**src/rtl/fifo_wr_arb.sv**
```systemverilog
// fifo_wr_arb: round-robin burst arbiter that shares one FIFO write port between N_REQ requesters.
// Define FIFO_WR_ARB_PRIO0_EN to give requester 0 strict priority in every IDLE arbitration.
module fifo_wr_arb #(
    parameter int N_REQ     = 4,
    parameter int DATA_W    = 4,
    parameter int BURST_LEN = 4
) (
    input  logic                       clk,
    input  logic                       rstn,
    input  logic [N_REQ-1:0]           req,
    input  logic [N_REQ*DATA_W-1:0]    req_data,
    input  logic                       wfull,
    input  logic                       prog_full,
    output logic [N_REQ-1:0]           gnt,
    output logic                       wen,
    output logic [DATA_W-1:0]          wdata,
    output logic [$clog2(N_REQ)-1:0]   owner,
    output logic                       busy
);
    localparam int OW = $clog2(N_REQ);
    localparam int CW = $clog2(BURST_LEN + 1);

    typedef enum logic {IDLE, BURST} state_t;

    state_t            state_q, state_d;
    logic [OW-1:0]     owner_q, owner_d, rr_ptr_q, rr_ptr_d, win;
    logic [CW-1:0]     beat_cnt_q, beat_cnt_d;
    logic              wen_q, wen_d;
    logic [DATA_W-1:0] wdata_q, wdata_d, own_data;
    logic              ok, own_req, accept, found;

    always_comb begin
        ok       = !wfull && !prog_full;
        own_req  = 1'b0;
        own_data = '0;
        for (int i = 0; i < N_REQ; i++) begin
            if (owner_q == OW'(i)) begin
                own_req  = req[i];
                own_data = req_data[i*DATA_W +: DATA_W];
            end
        end
        accept = (state_q == BURST) && own_req && ok;
        gnt    = '0;
        for (int i = 0; i < N_REQ; i++) gnt[i] = accept && (owner_q == OW'(i));
        // Search starts just after the last burst owner and wraps around.
        win   = rr_ptr_q;
        found = 1'b0;
        for (int k = 1; k <= N_REQ; k++) begin
            if (!found && req[OW'((int'(rr_ptr_q) + k) % N_REQ)]) begin
                win   = OW'((int'(rr_ptr_q) + k) % N_REQ);
                found = 1'b1;
            end
        end
`ifdef FIFO_WR_ARB_PRIO0_EN
        if (req[0]) win = '0;
`endif
        state_d    = state_q;
        owner_d    = owner_q;
        beat_cnt_d = beat_cnt_q;
        rr_ptr_d   = rr_ptr_q;
        wen_d      = accept;
        wdata_d    = accept ? own_data : wdata_q;
        if (state_q == IDLE) begin
            if (|req && ok) begin
                state_d    = BURST;
                owner_d    = win;
                beat_cnt_d = '0;
            end
        end else begin
            beat_cnt_d = accept ? beat_cnt_q + 1'b1 : beat_cnt_q;
            if (!own_req || (accept && beat_cnt_q == CW'(BURST_LEN - 1))) begin
                state_d = IDLE;
`ifdef FIFO_WR_ARB_PRIO0_EN
                rr_ptr_d = (owner_q != '0) ? owner_q : rr_ptr_q;
`else
                rr_ptr_d = owner_q;
`endif
            end
        end
    end

    always_ff @(posedge clk or negedge rstn) begin
        if (!rstn) begin
            state_q    <= IDLE;
            owner_q    <= '0;
            beat_cnt_q <= '0;
            rr_ptr_q   <= OW'(N_REQ - 1);
            wen_q      <= 1'b0;
            wdata_q    <= '0;
        end else begin
            state_q    <= state_d;
            owner_q    <= owner_d;
            beat_cnt_q <= beat_cnt_d;
            rr_ptr_q   <= rr_ptr_d;
            wen_q      <= wen_d;
            wdata_q    <= wdata_d;
        end
    end

    assign wen   = wen_q;
    assign wdata = wdata_q;
    assign owner = owner_q;
    assign busy  = (state_q == BURST);
endmodule

```
**config.mk**
```make
export PLATFORM = sky130hd
export DESIGN_NAME = fifo_wr_arb
export DESIGN_NICKNAME = d
export VERILOG_FILES = /design/src/rtl/fifo_wr_arb.sv
export SDC_FILE = /design/constraint.sdc
export NUM_CORES = 1
export LEC_CHECK = 0
export ABC_AREA = 1
export CAP_MARGIN = 20
export CORE_ASPECT_RATIO = 0.8
export CORE_MARGIN = 2
export CORE_UTILIZATION = 25
export DETAILED_ROUTE_END_ITERATION = 6
export DONT_BUFFER_PORTS = 1
export MAX_ROUTING_LAYER = met4
export PLACE_DENSITY = 0.41
export SLEW_MARGIN = 20
export SYNTH_ARGS = -nofsm -noshare
export SYNTH_HDL_FRONTEND = slang
export SYNTH_SLANG_ARGS = --single-unit
```
**constraint.sdc**
```tcl
create_clock -name clk -period 4.61 [get_ports clk]
set_clock_uncertainty 0.1 [all_clocks]
set_input_delay 1.1525 -clock clk [delete_from_list [all_inputs] [get_ports clk]]
set_output_delay 1.1525 -clock clk [all_outputs]
set_load 0.01 [all_outputs]
```
* After elaboration in Yosys (flattened, before gate mapping) *
Index checks and enable logic that the tools add are counted.

cells by class
  equal/unequal tests = 5
  mux-type cells = 33
  add/sub/neg operators = 5
  magnitude comparators = 4
  reduce and logical (&&, ||, !) cells = 25
  bitwise operators = 1

operator list
  operator             count
  $mux 1               18
  $lt 2x4->1 const B   4
  $mux 4               4
  $logic_and 1x1->1    12
  $mux 3               3
  $bmux 1 s2           4
  $mux 2               4
  $logic_not 1->1      6
  $reduce_and 2->1     3
  $add 2x1->2 const B  2
  $add 2x2->2 const B  2
  $eq 2x2->1 const B   2
  $reduce_or 4->1      1
  $add 3x1->3 const B  1
  $eq 3x2->1 const B   1
  $eq 2x1->1 const B   1
  $logic_not 2->1      1
  $ne 2x1->1 const B   1
  $reduce_bool 2->1    1
  $logic_or 1x1->1     1
  $not 1->1            1

storage, ports and cells
  output and inout port bits = 12
  register bits after elaboration = 13
  input bits = 24
  word-level logic and storage cells = 79

* Depth between registers and ports, before layout *
  word-level depth = 14
  mapped depth = 12
  depth with buffers taken out = 11

* Least setup slack after synthesis *
No wires, ideal clock.

  path kind = input-to-output
  start = input wfull
  end = output gnt[0]
  stages on the path = 6
  path buffers = 1
  slack = 1.451 ns
  data arrival time = 1.906 ns
  data required time = 3.358 ns
  path through = nor2_1 -> inv_1 -> nor2_1 -> nand2_4 -> buf_6 -> nor3_2

on the way
  cells in the longest elaborated chain, start to end = 4

RTL lines
  what               RTL line  RTL
  from (decl)        12        input logic wfull,
  $logic_not 1->1    33        ok = !wfull && !prog_full;
  $logic_and 1x1->1  33
  $logic_and 1x1->1  42        accept = (state_q == BURST) && own_req && ok;
  $logic_and 1x1->1  44        for (int i = 0; i < N_REQ; i++) gnt[i] = accept && (owner_q == OW'(i));
  to (decl)          14        output logic [N_REQ-1:0] gnt,

Every way passes these cells.

* Final worst setup path *
Ends and elaborated chain as after synthesis.

==> key figures <==
Power and ir drop
  • Max IR drop VDD: 144.7 uV
  • Leak: 0.5135 nW
  • Pwr Density: 651.7 nW/um^2

GRT
  • First-pass GRT wire length: 3815 um
  • GR Overflow Total: 0
  • Total Routing Usage GR: 12.17%
  • Initial antenna violation count: 0
  • Vias in the first global route: 818
  • Largest net degree at the start of global routing: 17

Yosys
  • Mapped Area: 918.4 um^2
  • Ys Warns: 0
  • Distinct cells, synth: 22
  • Synthesized instance count: 137
  • Yosys reg bits: 13
  • Synth Area per Inst: 6.704 um^2
  • Sequential share of the synthesized area: 35.69%
  • Syn_nets: 163

Hold path
  • Hold Path End: beat_cnt_q[1]$_DFFE_PN0P_
  • Hold path depth: 2
  • Path type of the worst min-delay path: reg -> reg
  • Hold path startpoint: beat_cnt_q[1]$_DFFE_PN0P_

Timing
  • Max Fclk: 312.8 MHz
  • Final hold violation count: 0
  • Tcrit/Tclk final: 69.35%
  • # setup viols final: 0
  • Unrepaired setup endpoints after global routing: no
  • Fin crit period: 3.197 ns
  • Worst-Margin Slew: 0.6308 ns
  • Final Worst Setup Slack: 1.413 ns
  • Setup TNS: 0 ns
  • Slew headroom: 57.95%
  • Max-slew violations: 0

Place
  • I/O Buffers: 0
  • Place WS: 1.409 ns
  • DP HPWL: 1795 um
  • Routability Congestion: 0.8206

Setup path
  • Critical path endpoint category: output port
  • RR Endpoint: beat_cnt_q[0]$_DFFE_PN0P_
  • Worst flop-to-flop path startpoint: owner[0]$_DFFE_PN0P_
  • Slowest CP cell: nor3_2
  • Most used cell, CP: nor2_1
  • Setup Crit Path Kind: in -> out
  • Arrival time worst endpoint: 1.94 ns
  • Critical path peak fanout: 16
  • Reg2reg path depth: 8
  • R2R Setup Slk: 2.73 ns
  • Crit path cell chain: nor2_1 -> inv_1 -> nor2_1 -> nand2_4 -> nor3_2
  • Worst Path Required: 3.36 ns
  • Largest stage delay, worst path: 0.23 ns
  • Crit path launch type: primary input

Cells and area
  • Post-layout util: 28.59%
  • Layout cell share with drive strength beyond 1: 10.87%
  • N_diodes: 0
  • Area delta synth->final: 8.038%
  • Final #Nets: 165
  • Fill count: 395

Clock tree
  • Hold_buf cts: 0
  • # Post-CTS Setup Buffers: 0
  • CTS tree: yes
  • CTS root buffer: clkbuf_8
  • Deepest clock path buffer count: 2
  • Clock Pin Slew Worst Setup and Hold Paths: 0.05 ns
  • H-tree depth: 1
  • Clk_lat worst skew: 0.24 ns
  • # clock sinks: 13
  • TritonCTS Buffers: 3
  • Post-cts sizing count: 0

Drt
  • Final WL: 2245 um
  • DR iter-0 viols: 39
  • Routed Antenna Nets: 0
  • Residual DRC count: 0
  • Vias per inst: 4.789
  • Wire per inst: 12.47 um
  • First-pass DRT Iterations: 4
  • Vias post-DR: 862

Floorplan
  • Die height: 58.21 um
  • Die area: 4177 um^2
  • Number of placement rows: 19
  • Starting Density: 26.46%
  • Core area: 3471 um^2
  • Die X: 71.77 um
  • Ports: 36

Run
  • Max-cap violations: 0

Outcome
  • Status: completed
[layout make-up]
cell class                 instances  area [um^2]  area share (%)
clock buffer                       4        45.04           4.540
inverter                          15        58.81           5.927
tap                               42        52.55           5.296
sequential                        13        327.8           33.04
multi-input combinational        106        508.0           51.20
[stage by stage]
step / std cells / total power, mW / area [um^2] / hold WS, ns
finish: 180 / 0.6466 / 992.2 / 0.4072
global route: 180 / 0.7227 / 992.2 / 0.4430
CTS: 180 / 0.6541 / 992.2 / 0.4148
detailed placement: 176 / 0.5508 / 947.2 / 0.4029
global placement: 176 / 0.5467 / 947.2 / 0.3984
floorplan: 137 / 0.4884 / 918.4 / 0.3727
[routing by layer]
metal	GRT usage, %	routed length, um	up-vias
met5	-	0	-
met4	2.426	18	0
met3	4.000	148	2
met2	19.31	1045	31
met1	15.29	1032	384
li1	-	-	445
[state kept, by name, summed over array words and instances (netlist names)]
| register | cells |
|---|---|
| wdata | 4 |
| beat_cnt_q | 3 |
| busy | 1 |
| wen | 1 |
| owner | 2 |
| rr_ptr_q | 2 |
[synthesized netlist by cell type (all sizes together)]
master | number | area [um^2]
o22ai | 1 | 12.51
dfstp | 2 | 52.55
buf | 3 | 23.77
a21oi | 8 | 40.04
nor2 | 7 | 31.28
nand2 | 56 | 217.7
inv | 15 | 58.81
ha | 2 | 25.02
o21ai | 10 | 53.80
nor3 | 2 | 20.02
nand4 | 2 | 12.51
nand3 | 18 | 95.09
dfrtp | 11 | 275.3
[how the worst max path moves through the flow]
stage / from / end / slack [ns] / depth (start not counted)
final: wfull / gnt[0] / 1.41 / 5
after global placement: wfull / gnt[0] / 1.40 / 5
after CTS: wfull / gnt[0] / 1.40 / 5
after floorplan: wfull / gnt[0] / 1.45 / 6
after detailed placement: wfull / gnt[0] / 1.41 / 5
after global routing: wfull / gnt[0] / 1.29 / 5
[kinds of logic after synthesis]
group | after synthesis | share of synthesized area (%)
and+or+nand+nor | 85 | 41.01
adders and majority gates | 2 | 2.724
DFF | 13 | 35.69
buffers and inverters | 18 | 8.992
AOI/OAI and AO/OA | 19 | 11.58
[power breakdown]
group / internal (mW) / switching (mW)
registers: 0.164 / 0.0832
logic: 0.103 / 0.194
clock network: 0.0610 / 0.0404
total: 0.329 / 0.318
[placed cells by master (no fill, tap or decap), drive strengths merged]
| master | count |
|---|---|
| ha | 2 |
| nand4 | 2 |
| dfrtp | 11 |
| inv | 15 |
| nand2 | 56 |
| nor2 | 7 |
| o21ai | 10 |
| nand3 | 18 |
| nor3 | 2 |
| o22ai | 1 |
| clkbuf | 4 |
| a21oi | 8 |
| dfstp | 2 |
[worst max-delay path, delay by kind of cell]
| kind | cells | cell delay (ns) |
|---|---|---|
| AND/OR/NAND/NOR | 4 | 0.73 |
| buffers and inverters | 1 | 0.06 |
(Power assumes the default switching activity.)
